--- src/rtl/share_bank_access_sched.sv ---
// Serialises one latched batch of shared-bank requests onto the single bank port,
// lowest requestor index first, and pulses batch_done_o once the batch has drained.
module share_bank_access_sched #(
  parameter int SHARED_BANK_NUM    = 5,
  parameter int RQST_ADDR_BITWIDTH = 2,
  parameter int RQST_IDX_WIDTH     = 3,
  parameter int CNT_WIDTH          = 3
) (
  input  logic                                         sys_clk,
  input  logic                                         rstn,
  input  logic [SHARED_BANK_NUM-1:0]                   share_rqstFlag_i,
  input  logic [RQST_ADDR_BITWIDTH*SHARED_BANK_NUM-1:0] rqst_addr_i,
  input  logic                                         rqst_valid_i,
  output logic                                         rqst_ready_o,
  output logic                                         bank_en_o,
  output logic [RQST_ADDR_BITWIDTH-1:0]                bank_addr_o,
  output logic [RQST_IDX_WIDTH-1:0]                    bank_rqstIdx_o,
  input  logic                                         bank_ready_i,
  output logic [SHARED_BANK_NUM-1:0]                   grant_o,
  output logic [CNT_WIDTH-1:0]                         batch_cnt_o,
  output logic                                         batch_done_o
);

  localparam int BUF_W = RQST_ADDR_BITWIDTH * SHARED_BANK_NUM;

  typedef enum logic [1:0] {
    ST_IDLE  = 2'd0,
    ST_ISSUE = 2'd1,
    ST_DONE  = 2'd2
  } state_e;

  function automatic logic [CNT_WIDTH-1:0] popcount(input logic [SHARED_BANK_NUM-1:0] f);
    logic [CNT_WIDTH-1:0] acc;
    acc = '0;
    for (int i = 0; i < SHARED_BANK_NUM; i++) begin
      acc = acc + CNT_WIDTH'(f[i]);
    end
    return acc;
  endfunction

  // Scanning downward lets the lowest set index overwrite any higher one.
  function automatic logic [RQST_IDX_WIDTH-1:0] lowest_idx(input logic [SHARED_BANK_NUM-1:0] p);
    logic [RQST_IDX_WIDTH-1:0] res;
    res = '0;
    for (int i = SHARED_BANK_NUM - 1; i >= 0; i--) begin
      if (p[i]) begin
        res = RQST_IDX_WIDTH'(i);
      end else begin
        res = res;
      end
    end
    return res;
  endfunction

  function automatic logic [SHARED_BANK_NUM-1:0] onehot(input logic [RQST_IDX_WIDTH-1:0] idx);
    logic [SHARED_BANK_NUM-1:0] res;
    res = '0;
    for (int i = 0; i < SHARED_BANK_NUM; i++) begin
      res[i] = (idx == RQST_IDX_WIDTH'(i));
    end
    return res;
  endfunction

  function automatic logic [RQST_ADDR_BITWIDTH-1:0] addr_of(input logic [BUF_W-1:0] buf_v,
                                                           input logic [RQST_IDX_WIDTH-1:0] idx);
    logic [RQST_ADDR_BITWIDTH-1:0] res;
    res = '0;
    for (int i = 0; i < SHARED_BANK_NUM; i++) begin
      if (idx == RQST_IDX_WIDTH'(i)) begin
        res = buf_v[i*RQST_ADDR_BITWIDTH +: RQST_ADDR_BITWIDTH];
      end else begin
        res = res;
      end
    end
    return res;
  endfunction

  state_e                        state_q, state_d;
  logic [SHARED_BANK_NUM-1:0]    pending_q, pending_d;
  logic [BUF_W-1:0]              addr_buf_q, addr_buf_d;
  logic [CNT_WIDTH-1:0]          cnt_q, cnt_d;

  logic                          ready_q, ready_d;
  logic                          en_q, en_d;
  logic [RQST_ADDR_BITWIDTH-1:0] addr_q, addr_d;
  logic [RQST_IDX_WIDTH-1:0]     idx_q, idx_d;
  logic [SHARED_BANK_NUM-1:0]    grant_q, grant_d;
  logic                          done_q, done_d;
  logic [RQST_IDX_WIDTH-1:0]     sel_cur_s, sel_nxt_s;

  // Next-state logic; outputs are precomputed from the next state so they leave flops.
  always_comb begin
    state_d    = state_q;
    pending_d  = pending_q;
    addr_buf_d = addr_buf_q;
    cnt_d      = cnt_q;
    sel_cur_s  = lowest_idx(pending_q);

    case (state_q)
      ST_IDLE: begin
        if (rqst_valid_i) begin
          pending_d  = share_rqstFlag_i;
          addr_buf_d = rqst_addr_i;
          cnt_d      = popcount(share_rqstFlag_i);
          if (share_rqstFlag_i != '0) begin
            state_d = ST_ISSUE;
          end else begin
            state_d = ST_DONE;
          end
        end else begin
          state_d = ST_IDLE;
        end
      end
      ST_ISSUE: begin
        if (bank_ready_i) begin
          pending_d = pending_q & ~onehot(sel_cur_s);
          if (pending_d == '0) begin
            state_d = ST_DONE;
          end else begin
            state_d = ST_ISSUE;
          end
        end else begin
          state_d = ST_ISSUE;
        end
      end
      ST_DONE: begin
        state_d = ST_IDLE;
      end
      default: begin
        state_d = ST_IDLE;
      end
    endcase

    sel_nxt_s = lowest_idx(pending_d);
    ready_d   = (state_d == ST_IDLE);
    done_d    = (state_d == ST_DONE);
    en_d      = (state_d == ST_ISSUE);
    if (en_d) begin
      idx_d   = sel_nxt_s;
      addr_d  = addr_of(addr_buf_d, sel_nxt_s);
      grant_d = onehot(sel_nxt_s);
    end else begin
      idx_d   = '0;
      addr_d  = '0;
      grant_d = '0;
    end
  end

  // State, batch storage and output registers.
  always_ff @(posedge sys_clk or negedge rstn) begin
    if (!rstn) begin
      state_q    <= ST_IDLE;
      pending_q  <= '0;
      addr_buf_q <= '0;
      cnt_q      <= '0;
      ready_q    <= 1'b1;
      en_q       <= 1'b0;
      addr_q     <= '0;
      idx_q      <= '0;
      grant_q    <= '0;
      done_q     <= 1'b0;
    end else begin
      state_q    <= state_d;
      pending_q  <= pending_d;
      addr_buf_q <= addr_buf_d;
      cnt_q      <= cnt_d;
      ready_q    <= ready_d;
      en_q       <= en_d;
      addr_q     <= addr_d;
      idx_q      <= idx_d;
      grant_q    <= grant_d;
      done_q     <= done_d;
    end
  end

  assign rqst_ready_o   = ready_q;
  assign bank_en_o      = en_q;
  assign bank_addr_o    = addr_q;
  assign bank_rqstIdx_o = idx_q;
  assign grant_o        = grant_q;
  assign batch_cnt_o    = cnt_q;
  assign batch_done_o   = done_q;

endmodule

--- config.mk ---
export PLATFORM = sky130hd
export DESIGN_NAME = share_bank_access_sched
export DESIGN_NICKNAME = d
export VERILOG_FILES = /design/src/rtl/share_bank_access_sched.sv
export SDC_FILE = /design/constraint.sdc
export NUM_CORES = 1
export LEC_CHECK = 0
export ABC_AREA = 1
export CAP_MARGIN = 25
export CELL_PAD_IN_SITES_DETAIL_PLACEMENT = 0
export CELL_PAD_IN_SITES_GLOBAL_PLACEMENT = 1
export CORE_ASPECT_RATIO = 0.7
export CORE_UTILIZATION = 35
export CTS_BUF_LIST = sky130_fd_sc_hd__clkbuf_4 sky130_fd_sc_hd__clkbuf_8
export DETAILED_ROUTE_END_ITERATION = 16
export PLACE_DENSITY = 0.75
export SLEW_MARGIN = 10
export SYNTH_ARGS = -nofsm -noshare
export SYNTH_HDL_FRONTEND = slang
export SYNTH_SLANG_ARGS = --single-unit
--- constraint.sdc ---
create_clock -name sys_clk -period 1.7 [get_ports sys_clk]
set_clock_uncertainty 0.05 [all_clocks]
set_input_delay 0.17 -clock sys_clk [delete_from_list [all_inputs] [get_ports sys_clk]]
set_output_delay 0.17 -clock sys_clk [all_outputs]
set_load 0.01 [all_outputs]
==> results.txt <==
The run finished, with violations left. The final reports fail on DRC, setup timing. The core outline area is 4429 um2. The remaining number of nets flagged by the antenna check after routing came out at 0. The pre-antenna-repair detailed-routing pass consisted of 10 iterations. After global routing the overflow that remains totals 0. The total standard cell area after synthesis came out at 1642 um2. The height of the chip came out at approximately 59 um. The source-to-sink clock delay at the later pin of the worst-skew pair is roughly 290 ps. The clock passes through at most 2 buffers.

The number of global-route vias before repair was ~1400. After synthesis the netlist holds a flip-flop and latch count of 33. Dividing the final minimum period by the clock period gives 1.006. The max-slew violation count is 0.

The number of H-tree levels is 2. The maximum vdd ir drop is ~0.7 mV. Setup repair after global routing could not meet its margin everywhere. For this design the ratio of total power to cell area is about 2000 nW/um2. Setup violations remaining at the end of the flow were counted as 1.

The area growth from synthesis to final layout is 58.92%. The worst setup path is of the flip-flop to flip-flop kind. The sequential element share of the synthesized area came out at 0.5038. The number of nets in the synthesized netlist is 209.

The clock transition time at the flip-flop clock pins of the worst setup and hold paths came out at ~70 ps. The number of I/O port buffers is 34. Data on the critical path arrives at its endpoint at around 1900 ps. The detailed router placed roughly 1500 vias in this run.

The global routing usage summed across all routing layers is 0.1748. After detailed routing, the number of vias per cell comes to ~4.6. The effective utilization at floorplan is 0.3706. The worst pin sits at a relative slew slack of 0.7872. Yosys printed 0 warnings.

The worst-path maximum fanout is 5. The DRC violations left came out at 5. The synthesized instance count came out at roughly 190. The total I/O pin count is 35. The clock period minus worst slack is 1711 ps. The TritonCTS sink count is 33. Setup slack on the critical path of the routed design comes to -10.64 ps. The initial antenna violation count is 0.

The pin slew with the least headroom to its limit is roughly 320 ps. The number of hold violations in the final report is 0. TritonCTS built the clock tree.

The static leakage is 0.001302 uW. The required time of the worst setup path came out at around 1800 ps. The routability-driven placement congestion ratio came out at about 0.80. The global-route wire length before repair came out at approximately 6500 um.

The average detailed-routed wire length per instance is between 10 and 15 um. The max-capacitance violation count came out at 0. Summed over all instances, the cell type with the most area after synthesis is sky130_fd_sc_hd__dfrtp_1. The worst setup path is launched from a flip-flop.

The number of inserted diodes came out at 0. The class of the most critical hold timing path is input pin to asynchronous set/reset pin. The average cell area after synthesis is a little under 9 um2. The number of placement rows came out at 20.

Entering global routing, the biggest net connects 34 pins. The setup slack at placement is -398.7 ps. Adding up every negative setup slack in the final design gives -10.64 ps. The net total in the final layout is about 290. The post-detailed-routing wire length is 3992 um.

The die area came out at 4973 um2. The share of final-layout standard cells stronger than drive strength 1 came out at 0.3511. The share of synthesized flip-flops with an asynchronous set or reset is 1.000. The DRC marker count from the first detailed-route iteration came out at 82. After synthesis, the most frequently instantiated cells are 59 x sky130_fd_sc_hd__nand2_1, 32 x sky130_fd_sc_hd__dfrtp_1, 17 x sky130_fd_sc_hd__inv_1. The worst setup path is captured at a flip-flop. The post-route core utilization came out at 0.5890.

The number of library cell types mapped by synthesis came out at 29. By area the synthesized netlist is led by sky130_fd_sc_hd__dfrtp_1 49%, sky130_fd_sc_hd__nand2_1 13%, sky130_fd_sc_hd__inv_1 3.9%, sky130_fd_sc_hd__nor2_1 3.4%, sky130_fd_sc_hd__nand3_1 3.4%. The peak clock frequency supported by timing came out at about 0.58 GHz. The detailed placement HPWL is between 2000 and 3000 um.

The share of the synthesized area in the top cell type came out at 0.4878. The number of buffers created by CTS is 5. The most frequent cell after synthesis is sky130_fd_sc_hd__nand2_1.

The count of flip-flops with a built-in enable after synthesis is 0. For this design, the CTS-stage hold fixing added 0 buffers. The horizontal die dimension came out at ~84 um.

The cell sitting at the root of the clock tree is a sky130_fd_sc_hd__clkbuf_8. The number of fill cells came out at around 420. The design draws approximately 5200 uW. The prevailing post-synth register cell is sky130_fd_sc_hd__dfrtp_1.
## report_power, final
| group | switching, uW | internal, uW | total [uW] |
|---|---|---|---|
| logic | 1690 | 1570 | 3260 |
| clock network | 285 | 426 | 711 |
| registers | 149 | 1120 | 1270 |
| total | 2120 | 3120 | 5240 |
## cell usage in the layout, fill, tap and decap left out, drive strengths merged
cell type	netlist	layout
a21oi	3	3
a22oi	1	1
buf	3	38
bufinv	0	1
clkbuf	0	5
clkdlybuf4s50	0	30
clkinv	0	1
dfrtp	32	32
dfstp	1	1
dlygate4sd2	0	3
dlymetal6s2s	0	1
fa	2	2
ha	2	2
inv	21	21
nand2	65	65
nand3	16	16
nand3b	1	1
nand4	6	6
nor2	19	19
nor3	2	2
o2111ai	1	1
o21ai	7	7
o21bai	1	1
o32ai	2	2
or2	1	1
## worst max-delay path: stages (launching register included)
cell	delay [ps]
sky130_fd_sc_hd__dfrtp_2	440
sky130_fd_sc_hd__buf_6	140
sky130_fd_sc_hd__inv_6	70
sky130_fd_sc_hd__nand2_4	50
sky130_fd_sc_hd__nand3_2	90
sky130_fd_sc_hd__nand3_4	110
sky130_fd_sc_hd__nor2_8	170
sky130_fd_sc_hd__nand2_4	90
sky130_fd_sc_hd__nand3_2	70
sky130_fd_sc_hd__nand2_1	60
sky130_fd_sc_hd__nand2_2	70
sky130_fd_sc_hd__nand3_1	80
sky130_fd_sc_hd__nand2_1	70
sky130_fd_sc_hd__inv_1	30
## metrics by stage
stage	cells	cell area, um2	hold WS [ps]
after floorplan	186	1642	-175.6
after global placement	308	2318	409.3
after detailed placement	308	2318	410.8
after CTS	316	2479	202.6
after global routing	317	2609	210.0
final	317	2609	195.3
## state kept, by name, indices dropped and copies added, names as in the netlist
name	cells
bank_rqstIdx_o	3
pending_q	5
rqst_ready_o	1
batch_done_o	1
bank_addr_o	2
batch_cnt_o	3
state_q	2
grant_o	5
bank_en_o	1
addr_buf_q	10
## area by class of cell
cell class | instances | area [um2] | share of cell area
Clock inverter | 2 | 35.03 | 0.01343
Tap cell | 55 | 68.82 | 0.02638
Timing Repair Buffer | 72 | 668.1 | 0.2561
Multi-Input combinational cell | 129 | 849.6 | 0.3257
Inverter | 21 | 88.84 | 0.03405
Clock buffer | 5 | 68.82 | 0.02638
Sequential cell | 33 | 829.5 | 0.3180
## final timing paths
path | start | end | slack [ps] | depth (start not counted)
worst min register to register | addr_buf_q[8]$_DFF_PN0_ | addr_buf_q[8]$_DFF_PN0_ | 430 | 2
max in group asynchronous | rstn | rqst_ready_o$_DFF_PN1_ | 1170 | 2
worst max register to register | state_q[0]$_DFF_PN0_ | bank_addr_o[1]$_DFF_PN0_ | -10 | 13
worst max-delay path | state_q[0]$_DFF_PN0_ | bank_addr_o[1]$_DFF_PN0_ | -10 | 13
worst min-delay path | rstn | pending_q[1]$_DFF_PN0_ | 200 | 2
min in group sys_clk | rqst_addr_i[8] | addr_buf_q[8]$_DFF_PN0_ | 380 | 3
## metal layers
| layer | share of wire | up-vias | track usage |
|---|---|---|---|
| li1 | - | 746 | - |
| met1 | 0.52 | 674 | 0.2480 |
| met2 | 0.43 | 27 | 0.2471 |
| met3 | 0.045 | 5 | 0.06685 |
| met4 | 0.0095 | 0 | 0.05172 |
| met5 | 0 | - | 0 |
## kinds of logic after synthesis
kind of cell	count (synthesis)	synth area share
flip-flops	33	0.5038
adder cells (fa/ha/maj)	4	0.03963
AND/OR/NAND/NOR	110	0.3399
buffers and inverters	24	0.05869
AO/OA/AOI/OAI	15	0.05793
## timing repair
item                                    in CTS  in global routing
buffers inserted                             1                  1
pin swaps                                    7                 12
hold endpoints to repair                     0                  0
cloned                                       0                  0
endpoints found under the setup margin       9                 11
resized for setup                           18                 33
No activity file was read; power rests on OpenSTA's default activity.
